**src/rtl/sme_pkg.sv**
```systemverilog
// sme_pkg: character constants and FSM state encoding for the string matcher
package sme_pkg;
    localparam logic [7:0] HAT    = 8'h5E;
    localparam logic [7:0] DOLLAR = 8'h24;
    localparam logic [7:0] DOT    = 8'h2E;
    localparam logic [7:0] SPACE  = 8'h20;
    typedef enum logic [2:0] {IDLE, LOAD_STR, LOAD_PAT, SEARCH, REPORT} state_e;
endpackage

```
**src/rtl/sme_multi_if.sv**
```systemverilog
// sme_multi_if: character load strobes and match report bus of the string matcher
interface sme_multi_if #(parameter int STR_LEN = 32) ();
    localparam int IW = $clog2(STR_LEN);
    logic [7:0]    chardata;
    logic          isstring;
    logic          ispattern;
    logic          all_mode;
    logic          busy;
    logic          valid;
    logic          match;
    logic [IW-1:0] match_index;
    logic          last;
    modport master (output chardata, isstring, ispattern, all_mode, input busy, valid, match, match_index, last);
    modport slave (input chardata, isstring, ispattern, all_mode, output busy, valid, match, match_index, last);
endinterface

```
**src/rtl/sme_cand_chk.sv**
```systemverilog
// sme_cand_chk: head/tail anchor check for one candidate start position
module sme_cand_chk import sme_pkg::*; #(
    parameter int LW = 7
) (
    input  logic [LW-1:0] start,
    input  logic [LW-1:0] plen,
    input  logic [LW-1:0] len,
    input  logic          head,
    input  logic          tail,
    input  logic [7:0]    prev_c,
    input  logic [7:0]    next_c,
    output logic          ok
);
    assign ok = (!head || start == '0 || prev_c == SPACE) &&
                (!tail || start + plen == len || next_c == SPACE);
endmodule

```
**src/rtl/sme_multi.sv**
```systemverilog
// sme_multi: anchored wildcard pattern search over a stored string, first or all matches
module sme_multi import sme_pkg::*; #(
    parameter int STR_LEN = 32,
    parameter int PAT_LEN = 8
) (
    input logic       clk,
    input logic       reset,
    sme_multi_if.slave bus
);
    localparam int IW = $clog2(STR_LEN);
    localparam int LW = IW + 2;
    localparam int PW = $clog2(PAT_LEN + 1);
    localparam int KW = $clog2(PAT_LEN);

    logic [7:0] str_mem [STR_LEN];
    logic [7:0] pat_mem [PAT_LEN];

    state_e        state_q, state_d;
    logic [LW-1:0] str_len_q, str_len_d, s_q, s_d;
    logic [PW-1:0] pat_len_q, pat_len_d, k_q, k_d;
    logic          head_q, head_d, tail_q, tail_d, all_q, all_d, pend_q, pend_d;
    logic [IW-1:0] pend_idx_q, pend_idx_d, idx_q, idx_d;
    logic          valid_q, valid_d, match_q, match_d, last_q, last_d;

    logic          str_we, pat_we, cand_ok, bad, at_end, hit;
    logic [LW-1:0] str_base, plen_ext;
    logic [7:0]    str_c, pat_c, prev_c, next_c;

    assign plen_ext = LW'(pat_len_q);
    assign str_base = state_q == LOAD_STR ? str_len_q : '0;
    // Indices wrap modulo STR_LEN; the anchor check ignores wrapped neighbours
    assign str_c    = str_mem[s_q[IW-1:0] + IW'(k_q)];
    assign prev_c   = str_mem[s_q[IW-1:0] - IW'(1)];
    assign next_c   = str_mem[s_q[IW-1:0] + IW'(pat_len_q)];
    assign pat_c    = pat_mem[k_q[KW-1:0]];
    assign bad      = pat_len_q == '0 || plen_ext > str_len_q;
    assign at_end   = s_q > str_len_q - plen_ext;
    assign hit      = cand_ok && (pat_c == DOT || pat_c == str_c);

    sme_cand_chk #(.LW(LW)) u_chk (
        .start(s_q), .plen(plen_ext), .len(str_len_q), .head(head_q), .tail(tail_q),
        .prev_c(prev_c), .next_c(next_c), .ok(cand_ok)
    );

    always_comb begin
        state_d    = state_q;
        str_len_d  = str_len_q;
        pat_len_d  = pat_len_q;
        s_d        = s_q;
        k_d        = k_q;
        head_d     = head_q;
        tail_d     = tail_q;
        all_d      = all_q;
        pend_d     = pend_q;
        pend_idx_d = pend_idx_q;
        valid_d    = 1'b0;
        match_d    = 1'b0;
        idx_d      = '0;
        last_d     = 1'b0;
        str_we     = 1'b0;
        pat_we     = 1'b0;
        case (state_q)
            IDLE, LOAD_STR, LOAD_PAT: begin
                if (bus.isstring) begin
                    state_d   = LOAD_STR;
                    str_we    = str_base < LW'(STR_LEN);
                    str_len_d = str_we ? str_base + 1'b1 : str_base;
                end else if (bus.ispattern) begin
                    state_d = LOAD_PAT;
                    all_d   = (pat_len_q == '0 && !head_q && !tail_q) ? bus.all_mode : all_q;
                    head_d  = head_q | (bus.chardata == HAT);
                    tail_d  = tail_q | (bus.chardata == DOLLAR);
                    pat_we  = bus.chardata != HAT && bus.chardata != DOLLAR && pat_len_q < PW'(PAT_LEN);
                    pat_len_d = pat_we ? pat_len_q + 1'b1 : pat_len_q;
                end else if (state_q == LOAD_PAT) begin
                    state_d = SEARCH;
                    s_d     = '0;
                    k_d     = '0;
                    pend_d  = 1'b0;
                end else begin
                    state_d = IDLE;
                end
            end
            SEARCH: begin
                if (bad || at_end) begin
                    state_d = REPORT;
                    valid_d = 1'b1;
                    last_d  = 1'b1;
                    match_d = pend_q;
                    idx_d   = pend_q ? pend_idx_q : '0;
                end else if (!hit) begin
                    s_d = s_q + 1'b1;
                    k_d = '0;
                end else if (k_q == pat_len_q - PW'(1)) begin
                    s_d = s_q + 1'b1;
                    k_d = '0;
                    // All-mode holds one match back so the final one can carry last
                    if (!all_q || pend_q) begin
                        state_d = REPORT;
                        valid_d = 1'b1;
                        match_d = 1'b1;
                        idx_d   = all_q ? pend_idx_q : s_q[IW-1:0];
                        last_d  = !all_q;
                    end
                    pend_d     = all_q;
                    pend_idx_d = s_q[IW-1:0];
                end else begin
                    k_d = k_q + 1'b1;
                end
            end
            REPORT: begin
                state_d   = last_q ? IDLE : SEARCH;
                pat_len_d = last_q ? '0 : pat_len_q;
                head_d    = last_q ? 1'b0 : head_q;
                tail_d    = last_q ? 1'b0 : tail_q;
            end
            default: state_d = IDLE;
        endcase
    end

    always_ff @(posedge clk or posedge reset) begin
        if (reset) begin
            state_q    <= IDLE;
            str_len_q  <= '0;
            pat_len_q  <= '0;
            s_q        <= '0;
            k_q        <= '0;
            head_q     <= 1'b0;
            tail_q     <= 1'b0;
            all_q      <= 1'b0;
            pend_q     <= 1'b0;
            pend_idx_q <= '0;
            valid_q    <= 1'b0;
            match_q    <= 1'b0;
            idx_q      <= '0;
            last_q     <= 1'b0;
        end else begin
            state_q    <= state_d;
            str_len_q  <= str_len_d;
            pat_len_q  <= pat_len_d;
            s_q        <= s_d;
            k_q        <= k_d;
            head_q     <= head_d;
            tail_q     <= tail_d;
            all_q      <= all_d;
            pend_q     <= pend_d;
            pend_idx_q <= pend_idx_d;
            valid_q    <= valid_d;
            match_q    <= match_d;
            idx_q      <= idx_d;
            last_q     <= last_d;
        end
    end

    always_ff @(posedge clk) begin
        if (str_we) str_mem[str_base[IW-1:0]] <= bus.chardata;
        if (pat_we) pat_mem[pat_len_q[KW-1:0]] <= bus.chardata;
    end

    assign bus.busy        = state_q == SEARCH || state_q == REPORT;
    assign bus.valid       = valid_q;
    assign bus.match       = match_q;
    assign bus.match_index = idx_q;
    assign bus.last        = last_q;
endmodule

```
**src/flat_wrapper.sv**
```systemverilog
// flat-port wrapper written by rule: the top's interface ports become plain ports
module sme_multi_flat import sme_pkg::*;
#(
    parameter int STR_LEN = 32,
    parameter int PAT_LEN = 8
)
  (clk, reset, bus_chardata, bus_isstring, bus_ispattern, bus_all_mode, bus_busy, bus_valid, bus_match, bus_match_index, bus_last);
  sme_multi_if #(.STR_LEN(STR_LEN)) bus_i ();
  input logic clk;
  input logic reset;
  input wire logic [$bits(bus_i.chardata)-1:0] bus_chardata;
  input wire logic [$bits(bus_i.isstring)-1:0] bus_isstring;
  input wire logic [$bits(bus_i.ispattern)-1:0] bus_ispattern;
  input wire logic [$bits(bus_i.all_mode)-1:0] bus_all_mode;
  output wire logic [$bits(bus_i.busy)-1:0] bus_busy;
  output wire logic [$bits(bus_i.valid)-1:0] bus_valid;
  output wire logic [$bits(bus_i.match)-1:0] bus_match;
  output wire logic [$bits(bus_i.match_index)-1:0] bus_match_index;
  output wire logic [$bits(bus_i.last)-1:0] bus_last;
  assign bus_i.chardata = bus_chardata;
  assign bus_i.isstring = bus_isstring;
  assign bus_i.ispattern = bus_ispattern;
  assign bus_i.all_mode = bus_all_mode;
  assign bus_busy = bus_i.busy;
  assign bus_valid = bus_i.valid;
  assign bus_match = bus_i.match;
  assign bus_match_index = bus_i.match_index;
  assign bus_last = bus_i.last;
  sme_multi #(.STR_LEN(STR_LEN), .PAT_LEN(PAT_LEN)) u_core (.clk(clk), .reset(reset), .bus(bus_i));
endmodule
```
**config.mk**
```make
export PLATFORM = sky130hd
export DESIGN_NAME = sme_multi_flat
export DESIGN_NICKNAME = d
export VERILOG_FILES = /design/src/rtl/sme_pkg.sv /design/src/rtl/sme_multi_if.sv /design/src/rtl/sme_cand_chk.sv /design/src/rtl/sme_multi.sv /design/src/flat_wrapper.sv
export SDC_FILE = /design/constraint.sdc
export NUM_CORES = 1
export LEC_CHECK = 0
export ABC_CLOCK_PERIOD_IN_PS = 9440
export CORE_UTILIZATION = 66
export DETAILED_ROUTE_END_ITERATION = 7
export DONT_BUFFER_PORTS = 1
export GPL_ROUTABILITY_DRIVEN = 1
export PLACE_DENSITY = 0.93
export SETUP_SLACK_MARGIN = 0.3
export SYNTH_ARGS = -nofsm -noshare
export SYNTH_HDL_FRONTEND = slang
export SYNTH_HIERARCHICAL = 1
export SYNTH_SLANG_ARGS = --single-unit
```
**constraint.sdc**
```tcl
create_clock -name clk -period 9.44 [get_ports clk]
set_input_delay 1.416 -clock clk [delete_from_list [all_inputs] [get_ports clk]]
set_output_delay 1.416 -clock clk [all_outputs]
set_load 0.03 [all_outputs]
```
==> out/qor.yml <==
min_period_ns: 6.86
p_sw_share_pct: 35.9
synth_edf_count: 320
dr.pass1.iters: 6
synth_cells: 1154
holdWs_ns: 0.513
cts_max_level: 2
cp-start-kind: "flip-flop"
synth-main-ff-cell: "edfxtp_1"
cts_max_path_buffers: 3
cp_max_fo: 64
slew_violations: 0
port_buffers: 0
syn2layout_area_growth_pct: 8.20
cap_violations: 2
failed_checks: "capacitance limit"
p_leak_nw: 6.96
synth_area_mm2: 0.0199
drive_gt1_share_pct: 31.1
synth_cell_types: 67
cts_hold_buf: 0
yosys-top-cells-area: "edfxtp_1, mux4_2, dfrtp_1, mux2i_1, ha_1"
setup_tns_ns: 0
drc: 0
tightest_slew_ns: 1.49
via_per_inst: 8.33
min_period_over_period_pct: 72.7
fillers: 1622
cts_buffers: 36
initial_core_util_pct: 67.1
yosys.area.top_type: "edfxtp_1"
cts-root-buf: "clkbuf_16"
clockPowerShare_pct: 22.8
hold_violations: 0
ant_nets: 0
ios: 22
maxSlewHeadroom_pct: 0.626
p_total_mw: 6.65
power.internal_mw: 4.27
dieArea_mm2: 0.0308
synthArstFlopShare_pct: 11.6
worstSetupPathType: "flip-flop to flip-flop"
path_clk_slew_ns: 0.07
grt_remaining_overflow: 0
cts_num_sinks: 362
die_h_um: 176
crit_path_end_kind: "flip-flop"
status: "finished, violations left"
cts_setup_buffers: 0
max_freq_mhz: 146
post-dp-hpwl_um: 34400
rows: 63
core_mm2: 0.0296
grt_max_degree: 65
rsz0062_at_grt: "no"
layout.nets: 1193
clock_skew_ns: 0.0151
ir_drop_mv: 0.233
power_frac_seq_pct: 29.5
insertion_delay_ns: 0.53
drt-total-wl_um: 56600
grt_pass1_vias: 12900
wl_per_cell_um: 36.3
p_sw_mw: 2.38
grt_antenna_before_repair: 1
setup_viol: 0
hp-class: "flip-flop to flip-flop"
die_w_um: 176
grt_pass1_wl_um: 84100
cp.arrival_ns: 7.26
grt_usage_pct: 38.0
vias: 13000
yosysTopAreaCellShare_pct: 48.3
synth.avg_cell_area_um2: 17.2
cts_resized: 0
yosys_warnings: 6
place_congestion: 0.967
drtIter0Drc: 2606
ys_seq_area_share_pct: 53.6
ys_ff_latch: 362
cts_tree: "done"
comb_power_share_pct: 47.7
critPathRequiredTime_ns: 9.84
power_density_mw_per_mm2: 309
[cells in the mapped netlist, types with 3 or more instances]
master / instances
nor4_1: 8
nand4_1: 7
nand2_1: 48
o31ai_1: 5
xnor2_1: 32
buf_6: 5
nor2_1: 55
buf_2: 13
xor2_1: 11
nand3_1: 28
mux4_2: 234
mux2_2: 20
a22o_1: 3
o211ai_1: 12
nor2b_1: 13
nor3_1: 18
inv_1: 23
ha_1: 34
edfxtp_1: 320
mux4_1: 6
a21o_1: 9
o21ai_0: 16
nor4b_1: 3
nand2b_1: 3
clkbuf_1: 38
a2111oi_0: 8
a21oi_2: 3
o22ai_1: 5
a21oi_1: 18
dfrtp_1: 42
buf_4: 5
nor4_2: 3
buf_1: 13
fa_1: 4
or3_1: 3
and2_1: 4
mux2i_1: 43
[logic make-up (layout without fill, tap and decap cells)]
logic type	Yosys count	after routing	share of synthesized area, %
multiplexers	304	304	30.6
AO/OA/AOI/OAI	99	99	3.62
buffers and inverters	97	110	2.20
other	1	4	0.0189
adder cells (fa/ha/maj)	38	38	2.54
XOR/XNOR	45	45	2.11
AND/OR/NAND/NOR	208	208	5.28
flip-flops	362	362	53.6
[stage by stage]
stage                     area [um^2]  utilization (%)  worst slack [ns]  instances
after floorplan                 19900                -              4.35       1156
after global placement          20300             68.3              3.02       1492
after detailed placement        20300             68.3              2.73       1492
after CTS                       21500             72.6              2.57       1557
after global routing            21500             72.6              2.28       1559
final                           21500             72.6              2.58       1560
[power by group through the flow]
stage                     sequential, mW  clock, mW  combinational [mW]
after floorplan                     1.89          0                2.32
after global placement              1.97          0                2.92
after detailed placement            1.99          0                3.02
after CTS                           1.96       1.52                3.08
after global routing                1.97       1.58                3.28
final                               1.96       1.52                3.17
[final cells by class]
class                   count  area [um^2]  share of cell area (%)
multi-input cells         697         8870                    41.2
diodes                      1         2.50                  0.0116
clock inverters            20          233                    1.08
flip-flops and latches    362        10700                    49.5
clock buffers              45         1020                    4.74
repair buffers             22          163                   0.756
well taps                 390          488                    2.27
inverters                  23         86.3                   0.401
[critical path, cell delays in order, from the launching register on]
cell	delay, ns
dfrtp_4	0.90
buf_4	0.77
ha_2	0.32
inv_1	0.05
fa_2	0.51
buf_4	0.78
mux4_2	0.42
nor2b_1	0.14
a2111oi_0	1.19
nor4_2	0.18
xor2_1	0.20
nand4_1	0.21
o21ai_2	0.38
nand4_2	0.28
mux2_2	0.35
[per-layer routing]
metal / global-route usage, % / vias to the layer above / wire [um]
met5: 0 / - / 0
met2: 59.5 / 1401 / 26900
met4: 18.1 / 0 / 3480
li1: - / 4820 / -
met1: 50.3 / 6475 / 18300
met3: 10.2 / 292 / 7970
[flip-flops by register name (all words and copies together), names as in the netlist]
name	count
u_core/pend_idx_q	5
u_core/pend_q	1
u_core/str_len_q	7
u_core/bus.last	1
u_core/k_q	4
u_core/str_mem	256
u_core/state_q	3
u_core/s_q	7
u_core/head_q	1
u_core/pat_mem	64
u_core/bus.match	1
u_core/bus.valid	1
u_core/bus.match_index	5
u_core/all_q	1
u_core/pat_len_q	4
u_core/tail_q	1
[cells in the final DEF, fill, tap and decap left out, types with 20 or more instances in the layout]
master	count
edfxtp_1	320
mux4_2	234
nor2_1	55
nand2_1	48
mux2i_1	43
dfrtp_1	41
clkbuf_16	40
ha_1	31
xnor2_1	28
nand3_1	28
inv_1	22
buf_4	21
mux2_2	20
[final timing paths]
| path | start | endpoint | slack (ns) | depth (start not counted) |
|---|---|---|---|---|
| worst min-delay path | u_core/pend_idx_q[3]$_DFFE_PP0P_ | u_core/pend_idx_q[3]$_DFFE_PP0P_ | 0.51 | 1 |
| min in group asynchronous | reset | u_core/state_q[1]$_DFFE_PP0P_ | 0.92 | 2 |
| worst max-delay path | u_core/s_q[0]$_DFFE_PP0P_ | u_core/pend_idx_q[2]$_DFFE_PP0P_ | 2.58 | 14 |
| worst min register to register | u_core/pend_idx_q[3]$_DFFE_PP0P_ | u_core/pend_idx_q[3]$_DFFE_PP0P_ | 0.51 | 1 |
| worst max register to register | u_core/s_q[0]$_DFFE_PP0P_ | u_core/pend_idx_q[2]$_DFFE_PP0P_ | 2.58 | 14 |
| max in group asynchronous | reset | u_core/s_q[0]$_DFFE_PP0P_ | 8.11 | 2 |
Note: power is estimated with default switching activity, not from simulation.
